`src/rtl/sprite_render_pkg.sv`:
```
// ---------------------------------------------------------------------------
// ppudefs: shared PPU constants and types used by the sprite pixel back-end.
//   - PPUMASK bit indices, sprite attribute bit indices
//   - dot numbers bounding the sprite fetch, visible and left-clip windows
//   - spr_pix_t: one slot's candidate pixel with its tags
//   - bitrev8: horizontal flip helper
// ---------------------------------------------------------------------------
package ppudefs;

    localparam int NSLOTS         = 8;

    localparam int PPUMASK_S      = 4;
    localparam int PPUMASK_SL     = 2;
    localparam int SPR_ATTR_HFLIP = 6;
    localparam int SPR_ATTR_PRI   = 5;

    localparam logic [8:0] SPR_CYC_FETCH_START = 9'd257;
    localparam logic [8:0] SPR_CYC_FETCH_END   = 9'd320;
    localparam logic [8:0] SPR_CYC_VIS_START   = 9'd1;
    localparam logic [8:0] SPR_CYC_VIS_END     = 9'd256;
    // Last dot whose pixel (px = dot-1) falls inside the left 8-pixel column.
    localparam logic [8:0] SPR_CYC_CLIP_END    = 9'd8;

    typedef struct packed {
        logic       is0;
        logic       pri;
        logic [1:0] pal;
        logic [1:0] pix;
    } spr_pix_t;

    function automatic logic [7:0] bitrev8(input logic [7:0] v);
        logic [7:0] r;
        for (int i = 0; i < 8; i++) r[i] = v[7-i];
        return r;
    endfunction

endpackage

```
`src/rtl/sprite_render_slot.sv`:
```
// ---------------------------------------------------------------------------
// sprite_slot: one sprite slot of the sprite pixel back-end.
// Holds the two pattern shifters, X down-counter and palette/priority/sprite-0
// tags. Pattern low is staged on i_ld_lo; i_commit captures pattern high and
// writes the whole slot (flipped if requested, zeroed if not in scanline).
// Ports:
//   clk, rst          clock, synchronous active-high reset
//   i_shift           render dot: decrement X or shift out a pixel
//   i_ld_lo           stage pattern low from i_vram_data
//   i_commit          capture pattern high and commit the slot
//   i_vram_data       pattern byte from VRAM
//   i_hflip, i_pri, i_pal, i_x, i_inscan, i_is0   slot contents at commit
//   o_pix             current candidate pixel (pix = 0 when transparent)
// ---------------------------------------------------------------------------
module sprite_slot
    import ppudefs::*;
(
    input  logic       clk,
    input  logic       rst,
    input  logic       i_shift,
    input  logic       i_ld_lo,
    input  logic       i_commit,
    input  logic [7:0] i_vram_data,
    input  logic       i_hflip,
    input  logic       i_pri,
    input  logic [1:0] i_pal,
    input  logic [7:0] i_x,
    input  logic       i_inscan,
    input  logic       i_is0,
    output spr_pix_t   o_pix
);

    logic [7:0] r_lo_stage;
    logic [7:0] r_lo;
    logic [7:0] r_hi;
    logic [7:0] r_xcnt;
    logic [1:0] r_pal;
    logic       r_pri;
    logic       r_is0;
    logic       r_valid;

    logic [7:0] w_lo_new;
    logic [7:0] w_hi_new;
    logic       w_active;

    assign w_lo_new = i_hflip ? bitrev8(r_lo_stage)  : r_lo_stage;
    assign w_hi_new = i_hflip ? bitrev8(i_vram_data) : i_vram_data;
    assign w_active = r_valid && (r_xcnt == 8'd0);

    always_ff @(posedge clk) begin
        if (rst) begin
            r_lo_stage <= 8'h00;
            r_lo       <= 8'h00;
            r_hi       <= 8'h00;
            r_xcnt     <= 8'hff;
            r_pal      <= 2'b00;
            r_pri      <= 1'b0;
            r_is0      <= 1'b0;
            r_valid    <= 1'b0;
        end else if (i_commit) begin
            r_lo    <= i_inscan ? w_lo_new : 8'h00;
            r_hi    <= i_inscan ? w_hi_new : 8'h00;
            r_xcnt  <= i_x;
            r_pal   <= i_pal;
            r_pri   <= i_pri;
            r_is0   <= i_is0;
            r_valid <= i_inscan;
        end else if (i_ld_lo) begin
            r_lo_stage <= i_vram_data;
        end else if (i_shift) begin
            if (r_xcnt != 8'd0) begin
                r_xcnt <= r_xcnt - 8'd1;
            end else begin
                // Zero fill: after eight shifts the slot goes transparent.
                r_lo <= {r_lo[6:0], 1'b0};
                r_hi <= {r_hi[6:0], 1'b0};
            end
        end
    end

    assign o_pix.pix = w_active ? {r_hi[7], r_lo[7]} : 2'b00;
    assign o_pix.pal = r_pal;
    assign o_pix.pri = r_pri;
    assign o_pix.is0 = r_is0;

endmodule

```
`src/rtl/sprite_render.sv`:
```
// ---------------------------------------------------------------------------
// sprite_render: PPU sprite pixel back-end.
// Loads up to NSLOTS sprite slots during the sprite fetch window (dots
// 257-320) and, during the next line's visible dots (1-256), shifts them out
// and registers the winning sprite pixel for the pixel mux.
// Ports:
//   clk, rst          clock (one dot per cycle), synchronous active-high reset
//   rend              rendering enabled
//   cycle             current dot 0-340
//   ppumask           PPUMASK; bit 4 show sprites, bit 2 show left 8 px
//   vram_data         pattern byte from VRAM
//   attribute, x      current fetched sprite attribute / X
//   sp_inscan         current fetched sprite is valid for the next line
//   sp0               OAM2 slot 0 holds sprite 0 (sampled at dot 257)
//   sp_pix/pal/pri/is0  registered winning sprite pixel (valid at dot px+2)
// ---------------------------------------------------------------------------
module sprite_render
    import ppudefs::*;
(
    input  logic       clk,
    input  logic       rst,
    input  logic       rend,
    input  logic [8:0] cycle,
    input  logic [7:0] ppumask,
    input  logic [7:0] vram_data,
    input  logic [7:0] attribute,
    input  logic [7:0] x,
    input  logic       sp_inscan,
    input  logic       sp0,
    output logic [1:0] sp_pix,
    output logic [1:0] sp_pal,
    output logic       sp_pri,
    output logic       sp_is0
);

    logic       w_render;
    logic       w_load;
    logic [2:0] w_slot;
    logic       w_ld_lo_cyc;
    logic       w_commit_cyc;
    logic       w_masked;
    logic       r_sp0;
    spr_pix_t   w_slot_pix [NSLOTS];
    spr_pix_t   w_win;
    logic       w_unused;

    assign w_render     = rend && (cycle >= SPR_CYC_VIS_START)   && (cycle <= SPR_CYC_VIS_END);
    assign w_load       = rend && (cycle >= SPR_CYC_FETCH_START) && (cycle <= SPR_CYC_FETCH_END);
    assign w_slot       = 3'((cycle - SPR_CYC_FETCH_START) >> 3);
    assign w_ld_lo_cyc  = w_load && (cycle[2:0] == 3'd5);
    assign w_commit_cyc = w_load && (cycle[2:0] == 3'd7);
    assign w_masked     = !ppumask[PPUMASK_S] ||
                          ((cycle <= SPR_CYC_CLIP_END) && !ppumask[PPUMASK_SL]);

    // Attribute bits 7 (vflip, applied upstream) and 4:2, plus unrelated
    // PPUMASK bits, are not needed here.
    assign w_unused = &{1'b0, attribute[7], attribute[4:2],
                        ppumask[7:5], ppumask[3], ppumask[1:0]};

    for (genvar gi = 0; gi < NSLOTS; gi++) begin : g_slot
        sprite_slot u_slot (
            .clk         (clk),
            .rst         (rst),
            .i_shift     (w_render),
            .i_ld_lo     (w_ld_lo_cyc  && (w_slot == 3'(gi))),
            .i_commit    (w_commit_cyc && (w_slot == 3'(gi))),
            .i_vram_data (vram_data),
            .i_hflip     (attribute[SPR_ATTR_HFLIP]),
            .i_pri       (attribute[SPR_ATTR_PRI]),
            .i_pal       (attribute[1:0]),
            .i_x         (x),
            .i_inscan    (sp_inscan),
            .i_is0       (r_sp0 && (gi == 0)),
            .o_pix       (w_slot_pix[gi])
        );
    end

    // Walk from the highest index down so the lowest opaque slot wins,
    // independent of its priority bit.
    always_comb begin
        w_win = '0;
        for (int i = NSLOTS - 1; i >= 0; i--) begin
            if (w_slot_pix[i].pix != 2'b00) w_win = w_slot_pix[i];
        end
    end

    always_ff @(posedge clk) begin
        if (rst) begin
            sp_pix <= 2'b00;
            sp_pal <= 2'b00;
            sp_pri <= 1'b0;
            sp_is0 <= 1'b0;
            r_sp0  <= 1'b0;
        end else begin
            if (w_render && !w_masked) begin
                {sp_is0, sp_pri, sp_pal, sp_pix} <= w_win;
            end else begin
                {sp_is0, sp_pri, sp_pal, sp_pix} <= 6'd0;
            end
            if (w_load && (cycle == SPR_CYC_FETCH_START)) r_sp0 <= sp0;
        end
    end

endmodule
```
`config.mk`:
```
export PLATFORM = sky130hd
export DESIGN_NAME = sprite_render
export DESIGN_NICKNAME = d
export VERILOG_FILES = /design/src/rtl/sprite_render_pkg.sv /design/src/rtl/sprite_render_slot.sv /design/src/rtl/sprite_render.sv
export SDC_FILE = /design/constraint.sdc
export NUM_CORES = 1
export LEC_CHECK = 0
export BUFFER_PORTS_ARGS = -buffer_cell sky130_fd_sc_hd__buf_2
export CORE_MARGIN = 1.5
export CORE_UTILIZATION = 40
export DETAILED_ROUTE_END_ITERATION = 12
export HOLD_SLACK_MARGIN = 0.08
export RECOVER_POWER = 100
export SLEW_MARGIN = 20
export SYNTH_ARGS = -nofsm -noshare
export SYNTH_HDL_FRONTEND = slang
export SYNTH_SLANG_ARGS = --single-unit
```
`constraint.sdc`:
```
create_clock -name clk -period 2.41 [get_ports clk]
set_input_delay 0.241 -clock clk [delete_from_list [all_inputs] [get_ports clk]]
set_output_delay 0.241 -clock clk [all_outputs]
set_load 0.005 [all_outputs]
```
==> results of run 1 <==
==> power groups by stage <==
stage	Combinational, W	Sequential, W	Clock [W]
final	0.000594	0.00494	0.00571
after global routing	0.000639	0.00494	0.00603
after CTS	0.000591	0.00494	0.00582
after detailed placement	0.000583	0.00504	0
after global placement	0.000577	0.00504	0
after floorplan	0.000333	0.00504	0
==> critical path, delay by kind of cell, from the launching register on <==
| kind | cells | cell delay (ps) |
|---|---|---|
| flops | 1 | 300 |
| compound gates | 2 | 530 |
| buf+inv | 2 | 250 |
| simple gates | 3 | 1020 |
| fa+ha+maj | 1 | 130 |
==> metrics by stage <==
stage	power, W	worst slack, ps	hold slack (ps)
finish	0.0112	82.6	126
CTS	0.0114	1.06	102
global route	0.0116	-11.2	127
detailed placement	0.00563	-166	447
global placement	0.00562	-123	442
floorplan	0.00537	0.0955	378
==> synth_stat cells (all sizes together) (11+ instances only) <==
library cell	instances
xnor2	16
clkbuf	103
xor2	20
dfxtp	296
o21ai	60
buf	41
ha	13
a311oi	48
nand2	195
nor4	14
nor2	248
a21oi	123
nor3	68
mux2	15
o21a	17
nand3	89
a211oi	56
inv	23
mux2i	109
or4	13
or2	28
a32oi	11
a22oi	28
o211ai	21
==> per-layer routing <==
metal,track usage (%),vias to the layer above,part of all wire (%)
met1,31.0,6332,47
li1,-,6553,-
met2,34.9,288,45
met4,6.28,0,2.3
met5,0,-,0
met3,3.51,68,5.3
==> final cells by class <==
class	instances	area, sq um
timing repair buffer	182	1440
fill	3426	18300
sequential	296	5930
inverter	23	86.3
tap	461	577
clock buffer	47	1020
clock inverter	13	238
multi-input combinational	1322	8200
==> registers in the layout, summed over array words and instances, names as in the netlist <==
signal and cells:
sp_pri 1, sp_pix 2, r_sp0 1, g_slot.u_slot.r_hi 64, g_slot.u_slot.r_valid 8, g_slot.u_slot.r_lo_stage 64, g_slot.u_slot.r_lo 64, sp_pal 2
g_slot.u_slot.r_xcnt 64, g_slot.u_slot.r_is0 1, sp_is0 1, g_slot.u_slot.r_pal 16, g_slot.u_slot.r_pri 8
==> cell families after synthesis <==
logic type      after synthesis  synth area share, %
xor+xnor                     36                 2.16
flops                       296                 40.6
buf+inv                     167                 4.82
compound gates              411                 19.1
fa+ha+maj                    13                 1.11
simple gates                737                 23.6
mux                         124                 8.63
==> how the worst max path moves through the flow <==
stage / endpoint / cells past startpoint / startpoint
after floorplan: g_slot[0].u_slot.r_xcnt[2]$_SDFFE_PP1P_ / 9 / g_slot[0].u_slot.r_xcnt[0]$_SDFFE_PP1P_
after global placement: g_slot[0].u_slot.r_lo[5]$_SDFFE_PP0P_ / 8 / g_slot[0].u_slot.r_xcnt[0]$_SDFFE_PP1P_
after detailed placement: g_slot[0].u_slot.r_lo[5]$_SDFFE_PP0P_ / 8 / g_slot[0].u_slot.r_xcnt[0]$_SDFFE_PP1P_
after CTS: sp_pal[0]$_SDFF_PP0_ / 10 / g_slot[1].u_slot.r_xcnt[0]$_SDFFE_PP1P_
after global routing: g_slot[5].u_slot.r_hi[1]$_SDFFE_PP0P_ / 6 / g_slot[5].u_slot.r_xcnt[3]$_SDFFE_PP1P_
final: g_slot[0].u_slot.r_hi[5]$_SDFFE_PP0P_ / 8 / g_slot[0].u_slot.r_xcnt[1]$_SDFFE_PP1P_
==> what timing repair did <==
item                                    CTS  global route
pin swaps                                 2            15
endpoints found under the setup margin   23            43
cloned                                    0             1
hold endpoints to repair                 25             0
hold buffers                              5             0
gates resized for setup                   7            35
setup buffers                             1             0
==> results.ini, run 1 <==
[run_status]
status=finished with violations
violations=design-rule violations

[worst_setup_path]
reg2reg_to=g_slot[0].u_slot.r_hi[5]$_SDFFE_PP0P_
rrSetupSlack_ps=80
crit_path_end_kind=register
critPathRequiredTime_ps=2830
worst-endpoint-arrival_ps=2750
rr_startpoint=g_slot[0].u_slot.r_xcnt[1]$_SDFFE_PP1P_
rr_worst_depth=8
crit_slowest_cell=or4b_4
cp_cell_sequence=inv_1 > ha_4 > or3b_4 > or4b_4 > a21oi_4 > buf_6 > nand2_1 > a311oi_1
slowest_delay_ps=600
path_class=reg2reg
cp-start-kind=register
path_max_fanout=6

[clock_tree]
cts_tree=done
clock_latency_ps=530
cts_htree_levels=2
clockRootBuffer=clkbuf_16
numCtsBuffers=34
path_clk_slew_ps=60
clockBufferDepth=3
clock-sinks=296

[timing]
rsz0062_at_grt=yes
setup_violations=0
slew_headroom_pct=42.6
max_freq_mhz=430
clock_skew_ps=17.1
final_hold_viol_count=0
fin_crit_ps=2330
finalCritPeriodShare_pct=96.6
worst-slew-pin-transition_ps=862
finalSetupTns_ps=0
final_max_slew_viol_count=0

[die]
coreArea_sq_um=35700
start_util_pct=40.8
die_x_um=194
fp-row-count=69
die_h_um=194
pin_count=52
design.die.area_sq_um=37600

[final_layout]
nets=1918
n_antenna_cell=0
final_common_cell=dfxtp_1
syn_to_final_growth_pct=19.8
fin_util_pct=48.9
drive_gt1_share_pct=17.2
layout.cells.non_filler=2344
layout_common_cells=295 x dfxtp_1, 246 x nor2_1, 195 x nand2_1
stdcell_area_sq_um=17500

[power_and_ir_drop]
sw_frac_of_total_pct=22.4
p_clk_share_pct=50.8
intPower_w=0.00873
vdd_drop_max_mv=0.462
p_comb_share_pct=5.3
seq_power_share_pct=43.9
p_sw_w=0.00251
power.density_nw_per_um2=643
p_leak_nw=6.59

[detailed_routing]
route.detailed.drc=4
totalWireLength_mm=41.9
routed_via_density=5.65
vias=13200
drtIter0Drc=899
antenna_left=0
first_pass_iters=9
wl_per_cell_um=17.9

[place]
gp_congestion=0.873
dpl_cell_area_sq_um=16000
hpwl_mm=28.8
port_buffers=41
place_inst=2277

[synthesis]
synth_nets=1843
synth_warnings=0
yosysSeqAreaShare_pct=40.6
synth_top_area_share_pct=40.6
synth.distinct_cells=72
ys_top_cells_by_area=dfxtp_1 41%, mux2i_1 7.5%, nor2_1 6.4%
synth-edff-count=0
synth_ff_type=dfxtp_1
async_flop_share_pct=0
ys_ff_latch=296
synth_cells=1784
synth_area_per_cell_sq_um=8.18
yosysTopAreaCell=dfxtp_1
synth_area_sq_um=14600

[job]
drv_cap=0

[global_routing]
grt_overflow=0
grt_max_degree=116
grt_pass1_wl_mm=67.3
grt_pass1_vias=12500
antenna_found_initial=0
globalRouteTotalUtil_pct=22.1

[worst_hold_path]
hp-start=x[6]
min_path_type=in2reg
holdPathStages=3
whs_endpoint=g_slot[0].u_slot.r_xcnt[6]$_SDFFE_PP1P_

(Power assumes the default switching activity.)
==> inputs of run 2 (changes only) <==
clock period = 2.8 ns   (was 2.41 ns; I/O delays follow)
==> results.ini, run 2 (synthesis results as in run 1) <==
[power_and_ir_drop]
power.density_nw_per_um2=552
vdd_drop_max_mv=0.454
p_leak_nw=6.02

[die]
fp-row-count=69
pin_count=52
coreArea_sq_um=35700
start_util_pct=40.8
die_x_um=194
die_h_um=194
design.die.area_sq_um=37600

[final_layout]
nets=1860
layout_common_cells=296 x dfxtp_1, 247 x nor2_1, 195 x nand2_1
syn_to_final_growth_pct=13.3
stdcell_area_sq_um=16500
drive_gt1_share_pct=11.8
nFillCells=3549
final_common_cell=dfxtp_1

[clock_tree]
clock_latency_ps=520
clock-sinks=296
cts_htree_levels=2
numCtsBuffers=35
cts_tree=done
clockBufferDepth=3
path_clk_slew_ps=60
clockRootBuffer=clkbuf_16

[detailed_routing]
first_pass_iters=9
totalWireLength_mm=41.3
vias=13000
route.detailed.drc=6
antenna_left=0
wl_per_cell_um=18.1
drtIter0Drc=1089
routed_via_density=5.67

[timing]
clock_skew_ps=8.59
final_max_slew_viol_count=0
setup_violations=0
worst-slew-pin-transition_ps=1060
rsz0062_at_grt=no
finalCritPeriodShare_pct=93.9
fin_crit_ps=2630
slew_headroom_pct=29.1
max_freq_mhz=380
finalSetupTns_ps=0
final_hold_viol_count=0

[worst_setup_path]
rr_worst_depth=6
cp-start-kind=register
path_max_fanout=16
worst-endpoint-arrival_ps=3060
path_class=reg2reg
crit_path_end_kind=register
critPathRequiredTime_ps=3230

[place]
dpl_cell_area_sq_um=15500
port_buffers=41
gp_congestion=0.857
hpwl_mm=28.1

[global_routing]
globalRouteTotalUtil_pct=21.7
grt_pass1_vias=11900
gr-usage-met2_pct=33.9
use_met3_pct=2.78
grtUsageMet1_pct=31.5
grt_pass1_wl_mm=66.0
grt_overflow=0
grt_max_degree=111
grt-busiest-layer=met2
antenna_found_initial=0

[run_status]
violations=design-rule violations
status=finished with violations

[worst_hold_path]
holdPathStages=3
min_path_type=in2reg

[job]
drv_cap=0

==> run 2: cell types whose count changed in the layout (fill, tap and decap cells not counted), sizes merged <==
cell | before | now
dlygate4sd3 | 5 | 3
buf | 160 | 90
nor2 | 249 | 248
clkinvlp | 0 | 2
clkbuf | 64 | 83
clkinv | 7 | 5
diode | 0 | 1
inv | 23 | 26
bufinv | 6 | 1
==> run 2: worst paths after layout <==
path	from	endpoint	slack, ps
hold / removal	attribute[1]	g_slot[5].u_slot.r_pal[1]$_SDFFE_PP0N_	100
hold reg to reg	g_slot[5].u_slot.r_valid$_SDFFE_PP0N_	g_slot[5].u_slot.r_valid$_SDFFE_PP0N_	450
setup / recovery	g_slot[5].u_slot.r_xcnt[2]$_SDFFE_PP1P_	g_slot[5].u_slot.r_lo[5]$_SDFFE_PP0P_	170
setup reg to reg	g_slot[5].u_slot.r_xcnt[2]$_SDFFE_PP1P_	g_slot[5].u_slot.r_lo[5]$_SDFFE_PP0P_	170
==> run 2: layout make-up <==
| cell class | count | area, sq um | area share, % |
|---|---|---|---|
| Inverter | 23 | 86.3 | 0.522 |
| Tap cell | 461 | 577 | 3.49 |
| Clock buffer | 52 | 1000 | 6.04 |
| Sequential cell | 296 | 5930 | 35.8 |
| Multi-Input combinational cell | 1321 | 7980 | 48.2 |
| Clock inverter | 11 | 100 | 0.605 |
| Timing Repair Buffer | 124 | 871 | 5.27 |
| Antenna cell | 1 | 2.50 | 0.0151 |
==> run 2: critical path, stage by stage, from the launching register on <==
cell and delay, ps:
dfxtp_1 360, or4_1 660, or4b_1 640, or2_1 250, buf_4 220, mux2i_1 140
a211oi_1 260
==> run 2: timing repair <==
item                                   4_1_cts  5_1_grt
buffers inserted                             0        1
endpoints found under the hold margin        7        0
gates resized for setup                      0        1
hold buffers                                 3        0
setup endpoints to repair                    0        5
==> run 2: per-stage QoR <==
| step | worst slack (ps) | util [%] | hold WS, ps | cells | total power [W] |
|---|---|---|---|---|---|
| 3_5_place_dp | 169 | 43.4 | 447 | 2221 | 0.00483 |
| 5_1_grt | 23.4 | 46.3 | 94.1 | 2288 | 0.00944 |
| 6_report | 171 | 46.3 | 104 | 2289 | 0.00913 |
| 4_1_cts | 140 | 46.6 | 80.1 | 2287 | 0.00924 |
| 3_3_place_gp | 169 | 43.4 | 440 | 2221 | 0.00482 |
| 2_1_floorplan | 389 | - | 416 | 1784 | 0.00463 |
==> run 2: report_power, final <==
group          internal [W]  switching, W  leakage [nW]
clock network       0.00258       0.00182         0.535
logic              0.000146      0.000337          3.09
registers           0.00423     0.0000170          2.39
==> run 2: layer usage <==
layer	share of wire, %	wire length, um
met1	48	20000
met2	44	18200
met3	5.6	2320
met4	2.0	816
met5	0	0
